$ cat config.mk
export PLATFORM = sky130hd
export DESIGN_NAME = clcd_text_buffer_flat
export DESIGN_NICKNAME = d
export VERILOG_FILES = /design/src/rtl/clcd_text_buffer_if.sv /design/src/rtl/clcd_text_buffer.sv /design/src/flat_wrapper.sv
export SDC_FILE = /design/constraint.sdc
export NUM_CORES = 1
export LEC_CHECK = 0
export ABC_AREA = 1
export ABC_CLOCK_PERIOD_IN_PS = 11800
export CAP_MARGIN = 20
export CORE_MARGIN = 5
export CORE_UTILIZATION = 36
export DETAILED_ROUTE_END_ITERATION = 7
export PLACE_DENSITY = 0.54
export REMOVE_ABC_BUFFERS = 1
export SETUP_SLACK_MARGIN = 0.5
export SLEW_MARGIN = 20
export SYNTH_ARGS = -nofsm -noshare
export SYNTH_HDL_FRONTEND = slang
export SYNTH_SLANG_ARGS = --single-unit
$ cat constraint.sdc
create_clock -name clk -period 11.8 [get_ports clk]
set_clock_uncertainty 0.2 [all_clocks]
set_input_delay 2.36 -clock clk [delete_from_list [all_inputs] [get_ports clk]]
set_output_delay 2.36 -clock clk [all_outputs]
set_load 0.02 [all_outputs]
$ cat src/rtl/clcd_text_buffer_if.sv
// clcd_text_buffer_if: application-side write/cursor/clear port of the LCD text buffer
// master: drives wr_valid, wr_char, pos_set, pos_val, clr_req; sees wr_ready, clr_busy, cursor
// slave : the buffer, the opposite directions
interface clcd_text_buffer_if;
  logic       wr_valid;
  logic       wr_ready;
  logic [7:0] wr_char;
  logic       pos_set;
  logic [4:0] pos_val;
  logic       clr_req;
  logic       clr_busy;
  logic [4:0] cursor;
  modport master(output wr_valid, wr_char, pos_set, pos_val, clr_req, input wr_ready, clr_busy, cursor);
  modport slave(input wr_valid, wr_char, pos_set, pos_val, clr_req, output wr_ready, clr_busy, cursor);
endinterface

$ cat src/rtl/clcd_text_buffer.sv
// clcd_text_buffer: double-buffered 2x16 text store feeding the LCD controller
// Ports: clk, reset (sync, active-high); wr (clcd_text_buffer_if.slave) cursor-based write port;
//        frame_start (copy back->front when dirty), rd_addr/rd_data (registered front read), dirty.
// Option: define CLCD_ASCII_FILTER_EN to store non-printable, non-control codes as '?'.
module clcd_text_buffer #(
  parameter logic [7:0] FILL_CHAR  = 8'h20,
  parameter int         CLR_CYCLES = 32
) (
  input  logic                 clk,
  input  logic                 reset,
  clcd_text_buffer_if.slave    wr,
  input  logic                 frame_start,
  input  logic [4:0]           rd_addr,
  output logic [7:0]           rd_data,
  output logic                 dirty
);
  typedef enum logic {IDLE, CLEAR} state_t;
  state_t     state, state_nx;
  logic [7:0] back [32];
  logic [7:0] front [32];
  logic [4:0] cursor, cursor_nx, idx, store_addr;
  logic [7:0] store_char;
  logic       busy, last, done, accept, copy, store;
  assign busy        = state == CLEAR;
  assign last        = idx == 5'(CLR_CYCLES - 1);
  assign done        = busy && last;
  assign accept      = wr.wr_valid && wr.wr_ready;
  assign copy        = frame_start && dirty && !busy;
  assign wr.clr_busy = busy;
  assign wr.wr_ready = !busy && !wr.pos_set;
  assign wr.cursor   = cursor;
  always_comb begin
    state_nx = busy ? (last ? IDLE : CLEAR) : (wr.clr_req ? CLEAR : IDLE);
  end
  always_comb begin
    store      = 1'b0;
    store_addr = cursor;
    store_char = wr.wr_char;
    cursor_nx  = cursor;
    if (done) cursor_nx = '0;
    else if (!busy && wr.pos_set) cursor_nx = wr.pos_val;
    else if (accept) begin
      if (wr.wr_char == 8'h0A) cursor_nx = {~cursor[4], 4'd0};
      else if (wr.wr_char == 8'h0D) cursor_nx = {cursor[4], 4'd0};
      else if (wr.wr_char == 8'h08) begin
        store      = cursor != '0;
        store_addr = cursor - 5'd1;
        store_char = FILL_CHAR;
        cursor_nx  = cursor != '0 ? cursor - 5'd1 : cursor;
      end else begin
        store     = 1'b1;
        cursor_nx = cursor + 5'd1;
`ifdef CLCD_ASCII_FILTER_EN
        if (wr.wr_char < 8'h20 || wr.wr_char > 8'h7E) store_char = 8'h3F;
`endif
      end
    end
  end
  always_ff @(posedge clk) begin
    if (reset) begin
      state   <= IDLE;
      idx     <= '0;
      cursor  <= '0;
      dirty   <= 1'b0;
      rd_data <= FILL_CHAR;
      for (int i = 0; i < 32; i++) begin
        back[i]  <= FILL_CHAR;
        front[i] <= FILL_CHAR;
      end
    end else begin
      state   <= state_nx;
      idx     <= busy ? idx + 5'd1 : '0;
      cursor  <= cursor_nx;
      rd_data <= front[rd_addr];
      dirty   <= done || store || (dirty && !copy);
      // the last sweep cycle also fills every position the shortened sweep never reached
      for (int i = 0; i < 32; i++) begin
        if (copy) front[i] <= back[i];
        if (busy && (5'(i) == idx || (last && 5'(i) > idx))) back[i] <= FILL_CHAR;
      end
      if (store) back[store_addr] <= store_char;
    end
  end
endmodule
$ cat src/flat_wrapper.sv
// flat-port wrapper written by rule: the top's interface ports become plain ports
module clcd_text_buffer_flat 
#(
  parameter logic [7:0] FILL_CHAR  = 8'h20,
  parameter int         CLR_CYCLES = 32
)
  (clk, reset, frame_start, rd_addr, rd_data, dirty, wr_wr_valid, wr_wr_char, wr_pos_set, wr_pos_val, wr_clr_req, wr_wr_ready, wr_clr_busy, wr_cursor);
  clcd_text_buffer_if wr_i ();
  input  logic clk;
  input  logic reset;
  input  logic frame_start;
  input  logic [4:0] rd_addr;
  output logic [7:0] rd_data;
  output logic dirty;
  input wire logic [$bits(wr_i.wr_valid)-1:0] wr_wr_valid;
  input wire logic [$bits(wr_i.wr_char)-1:0] wr_wr_char;
  input wire logic [$bits(wr_i.pos_set)-1:0] wr_pos_set;
  input wire logic [$bits(wr_i.pos_val)-1:0] wr_pos_val;
  input wire logic [$bits(wr_i.clr_req)-1:0] wr_clr_req;
  output wire logic [$bits(wr_i.wr_ready)-1:0] wr_wr_ready;
  output wire logic [$bits(wr_i.clr_busy)-1:0] wr_clr_busy;
  output wire logic [$bits(wr_i.cursor)-1:0] wr_cursor;
  assign wr_i.wr_valid = wr_wr_valid;
  assign wr_i.wr_char = wr_wr_char;
  assign wr_i.pos_set = wr_pos_set;
  assign wr_i.pos_val = wr_pos_val;
  assign wr_i.clr_req = wr_clr_req;
  assign wr_wr_ready = wr_i.wr_ready;
  assign wr_clr_busy = wr_i.clr_busy;
  assign wr_cursor = wr_i.cursor;
  clcd_text_buffer #(.FILL_CHAR(FILL_CHAR), .CLR_CYCLES(CLR_CYCLES)) u_core (.clk(clk), .reset(reset), .wr(wr_i), .frame_start(frame_start), .rd_addr(rd_addr), .rd_data(rd_data), .dirty(dirty));
endmodule
==> results.md <==
- Starting Density: 36.3%
- Startpoint-to-endpoint class of the critical path: primary input to flop
- Number of global-route vias before repair: 15779
- M3 GR Usage: 2.46%
- Mean area per synthesized cell: 10.4 um^2
- Number of H-tree branching levels: 2
- Startpoint types: primary input
- Routed length per instance: 19.9 um
- Standby leakage power: 9.55 nW
- Data arrival time of the worst path: 6390 ps
- Proportion of netlist area held by the largest area contributor: 63.1%
- Count of inserted antenna diode cells: 0
- Signed area change from the synthesized netlist to the final layout: 11.1%
- Largest area contributor in the netlist: sky130_fd_sc_hd__edfxtp_1
- CP Capture Type: flop
- Worst skew pair latency: 610 ps
- First-pass iteration count of the detailed router: 7
- Total Negative Setup Slacks: 0 ps
- Cells after synthesis: 2342
- DP HPWL: 39500 um
- Final period utilization: 54.0%
- Critical Path Most Common Cell: sky130_fd_sc_hd__nand2_1
- Pre-CTS worst setup slack: 4800 ps
- Share of post-route cells with drive strength above 1: 11.2%
- TritonCTS clock tree: done
- Routed WL: 64100 um
- Total buffers and inverters traversed by the critical path: 4
- Power density normalized to cell area: 154 nW/um^2
- Kind of path behind the tightest hold check: flop to flop
- Met1 demand-to-capacity share in global routing: 25.6%
- Global-route usage over all layers: 17.2%
- Most crowded layer after global routing: met2
- M2 GR Usage: 26.9%
- Maximum number of buffers from clock root to sink: 3
- Number of sinks on the clock net: 532
- Pins Over Slew Limit: 0
- Cell family with most CP delay: buffers and inverters
- Number of warnings printed during yosys synthesis: 0
- Clock slew seen by the registers of the worst setup and hold paths: 60 ps
- Height of the die: 270 um
- Post-CTS setup buffer count: 0
- Peak per-stage delay on the critical path: 910 ps
- Sequential-to-total area share from yosys stat: 64.7%
- Final critical delay including setup and external delays: 6370 ps
- Worst vdd rail ir drop: 0.102 mV
- Maximum clock frequency: 157 MHz
- Count of final hold-check violations: 0
- Total setup violations reported at the end of the flow: 0
- Flip-flop and latch count after synthesis: 532
- Largest net degree at the start of global routing: 103
- Total CTS buffers: 56
- Die outline area: 73000 um^2
- Leading cell types by total area after synthesis: sky130_fd_sc_hd__edfxtp_1, sky130_fd_sc_hd__nor2_1, sky130_fd_sc_hd__nand2_1
- DRC violation total after the first TritonRoute iteration: 1349
- Final core utilization: 40.3%
- Critical path required time: 11820 ps
- Worst path setup slack after routing: 5430 ps
- List of cells traversed by the critical path: clkdlybuf4s50_1, clkinv_1, buf_4, nand2_1, nor2_1, nand2_1, ha_1, nand3b_1, nand2_1, nand3_4, buf_4, o21ai_0
- Post-detailed-route DRC marker count: 0
- Wire length of the first global-routing pass: 98200 um
- Number of inserted filler cells in the final layout: 6472
- Worst slew margin relative to its limit: 27.8%
- Result of the run: complete, no violations
- Detailed-route via count: 16311
- Setup repair after global routing missed its margin: false
- Total gr overflow: 0
- Routed via count divided by cell count: 5.06
- Die Span X: 270 um
- Total core area: 67200 um^2
- Ports: 40
- Total number of nets in the final design: 2335
- Maxcap violations: 0
- Total of hold buffers inserted after clock tree synthesis: 0
- Library cells used by synthesis: 48
- Count of input and output buffers: 39
- Clock root cell: sky130_fd_sc_hd__clkbuf_16
- Routability congestion estimate: 0.873
- Antenna Nets Post-Route: 0
- Post-CTS resize count: 0
- Cell area after synthesis: 24400 um^2
- Antenna violations before repair: 0
- Crit path max-delay cell type: sky130_fd_sc_hd__o21ai_0
- Slew of the pin with the lowest slew margin: 1070 ps
- Row Count: 95
- Top fanout value on the critical path: 45
[where the power goes]
| group | switching, mW | internal [mW] | total, mW | leakage [nW] |
|---|---|---|---|---|
| logic | 0.248 | 0.0732 | 0.321 | 3.46 |
| registers | 0.0280 | 2.15 | 2.18 | 5.25 |
| clock network | 0.724 | 0.947 | 1.67 | 0.840 |
[worst paths after layout]
kind         cells after the start                           endpoint  slack (ps)                        startpoint
max                             12   u_core.back[16][5]$_SDFFCE_PN1P_        5430                     wr_wr_char[2]
min                              1  u_core.front[28][5]$_SDFFCE_PP1P_         290  u_core.back[28][5]$_SDFFCE_PN1P_
max reg2reg                     10   u_core.back[21][7]$_SDFFCE_PN0P_        7570  u_core.wr.cursor[0]$_SDFFE_PP0P_
min reg2reg                      1  u_core.front[28][5]$_SDFFCE_PP1P_         290  u_core.back[28][5]$_SDFFCE_PN1P_
[per-layer routing]
layer  part of all wire, %  up-vias
met1                    48     8027
met4                   2.1        0
met3                   5.1       92
li1                      -     7753
met2                    45      439
met5                     0        -
[flip-flops by register name, indices dropped and copies added (netlist names)]
signal and cells:
u_core.back 256, u_core.idx 5, u_core.wr.clr_busy 1, u_core.wr.cursor 5
u_core.front 256, u_core.rd_data 8, u_core.dirty 1
[cell usage after synthesis (all sizes together)]
library cell and number:
edfxtp 512, nor2 384, nand2 330, inv 279, nor3 239, nand3 154
clkbuf 100, o21ai 93, buf 68, a21oi 58, or2 33, dfxtp 20
o211ai 11, clkinv 9, o31ai 9, ha 8, o22ai 7, o21bai 5
a31oi 3, nand4 3, nor4 3, a221oi 2, o21a 2, o311ai 2
xor2 2, a22oi 1, a311oi 1, nand3b 1, nor3b 1, o32ai 1
xnor2 1
[per-stage QoR]
step                std cells  area (um^2)  hold WS, ps  power (mW)
floorplan                2174        23600          275        2.40
global placement         3116        25300          285        2.53
detailed placement       3116        25300          285        2.54
CTS                      3222        27100          298        4.20
global route             3224        27100          305        4.31
finish                   3224        27100          291        4.17
[logic make-up (layout without fill, tap and decap cells)]
group,after synthesis,count (layout),share of synthesized area (%)
AO/OA/AOI/OAI,195,195,4.45
XOR/XNOR,3,3,0.108
adder cells (fa/ha/maj),8,8,0.411
buffers and inverters,456,465,7.73
flip-flops,532,532,64.7
AND/OR/NAND/NOR,1148,1148,22.6
[cell usage in the layout, fill, tap and decap left out, types with 3 or more instances in the layout]
cell,n
sky130_fd_sc_hd__nor3_1,157
sky130_fd_sc_hd__clkinv_1,16
sky130_fd_sc_hd__nand3_4,11
sky130_fd_sc_hd__o21ai_0,77
sky130_fd_sc_hd__inv_4,3
sky130_fd_sc_hd__o22ai_1,7
sky130_fd_sc_hd__nor4_1,3
sky130_fd_sc_hd__nor2_2,4
sky130_fd_sc_hd__nand3_1,141
sky130_fd_sc_hd__o211ai_1,11
sky130_fd_sc_hd__a31oi_1,3
sky130_fd_sc_hd__or2_2,33
sky130_fd_sc_hd__nor3_2,82
sky130_fd_sc_hd__o21ai_1,15
sky130_fd_sc_hd__nor2_1,379
sky130_fd_sc_hd__clkbuf_16,57
sky130_fd_sc_hd__edfxtp_1,512
sky130_fd_sc_hd__ha_1,8
sky130_fd_sc_hd__nand2_1,322
sky130_fd_sc_hd__inv_1,271
sky130_fd_sc_hd__clkinv_2,5
sky130_fd_sc_hd__inv_2,5
sky130_fd_sc_hd__o21bai_1,5
sky130_fd_sc_hd__nand2_2,4
sky130_fd_sc_hd__o31ai_1,9
sky130_fd_sc_hd__clkbuf_1,23
sky130_fd_sc_hd__clkdlybuf4s50_1,36
sky130_fd_sc_hd__dfxtp_1,20
sky130_fd_sc_hd__inv_6,3
sky130_fd_sc_hd__a21oi_1,57
sky130_fd_sc_hd__nand2_4,4
sky130_fd_sc_hd__buf_4,31
sky130_fd_sc_hd__clkbuf_8,9
[worst reg2reg max path, delay by kind of cell (launching register included)]
family | cells | cell delay [ps]
AO/OA/AOI/OAI | 1 | 870
flip-flops | 1 | 550
adder cells (fa/ha/maj) | 1 | 250
buffers and inverters | 3 | 780
AND/OR/NAND/NOR | 5 | 1200
[cell type report]
| type | instances | area [um^2] | area share [%] |
|---|---|---|---|
| sequential | 532 | 15800 | 58.3 |
| multi-input combinational | 1354 | 6770 | 25.0 |
| clock buffer | 89 | 1640 | 6.04 |
| inverter | 288 | 1090 | 4.04 |
| tap | 873 | 1090 | 4.03 |
| timing repair buffer | 71 | 628 | 2.32 |
| clock inverter | 17 | 88.8 | 0.328 |
(Power assumes the default switching activity.)
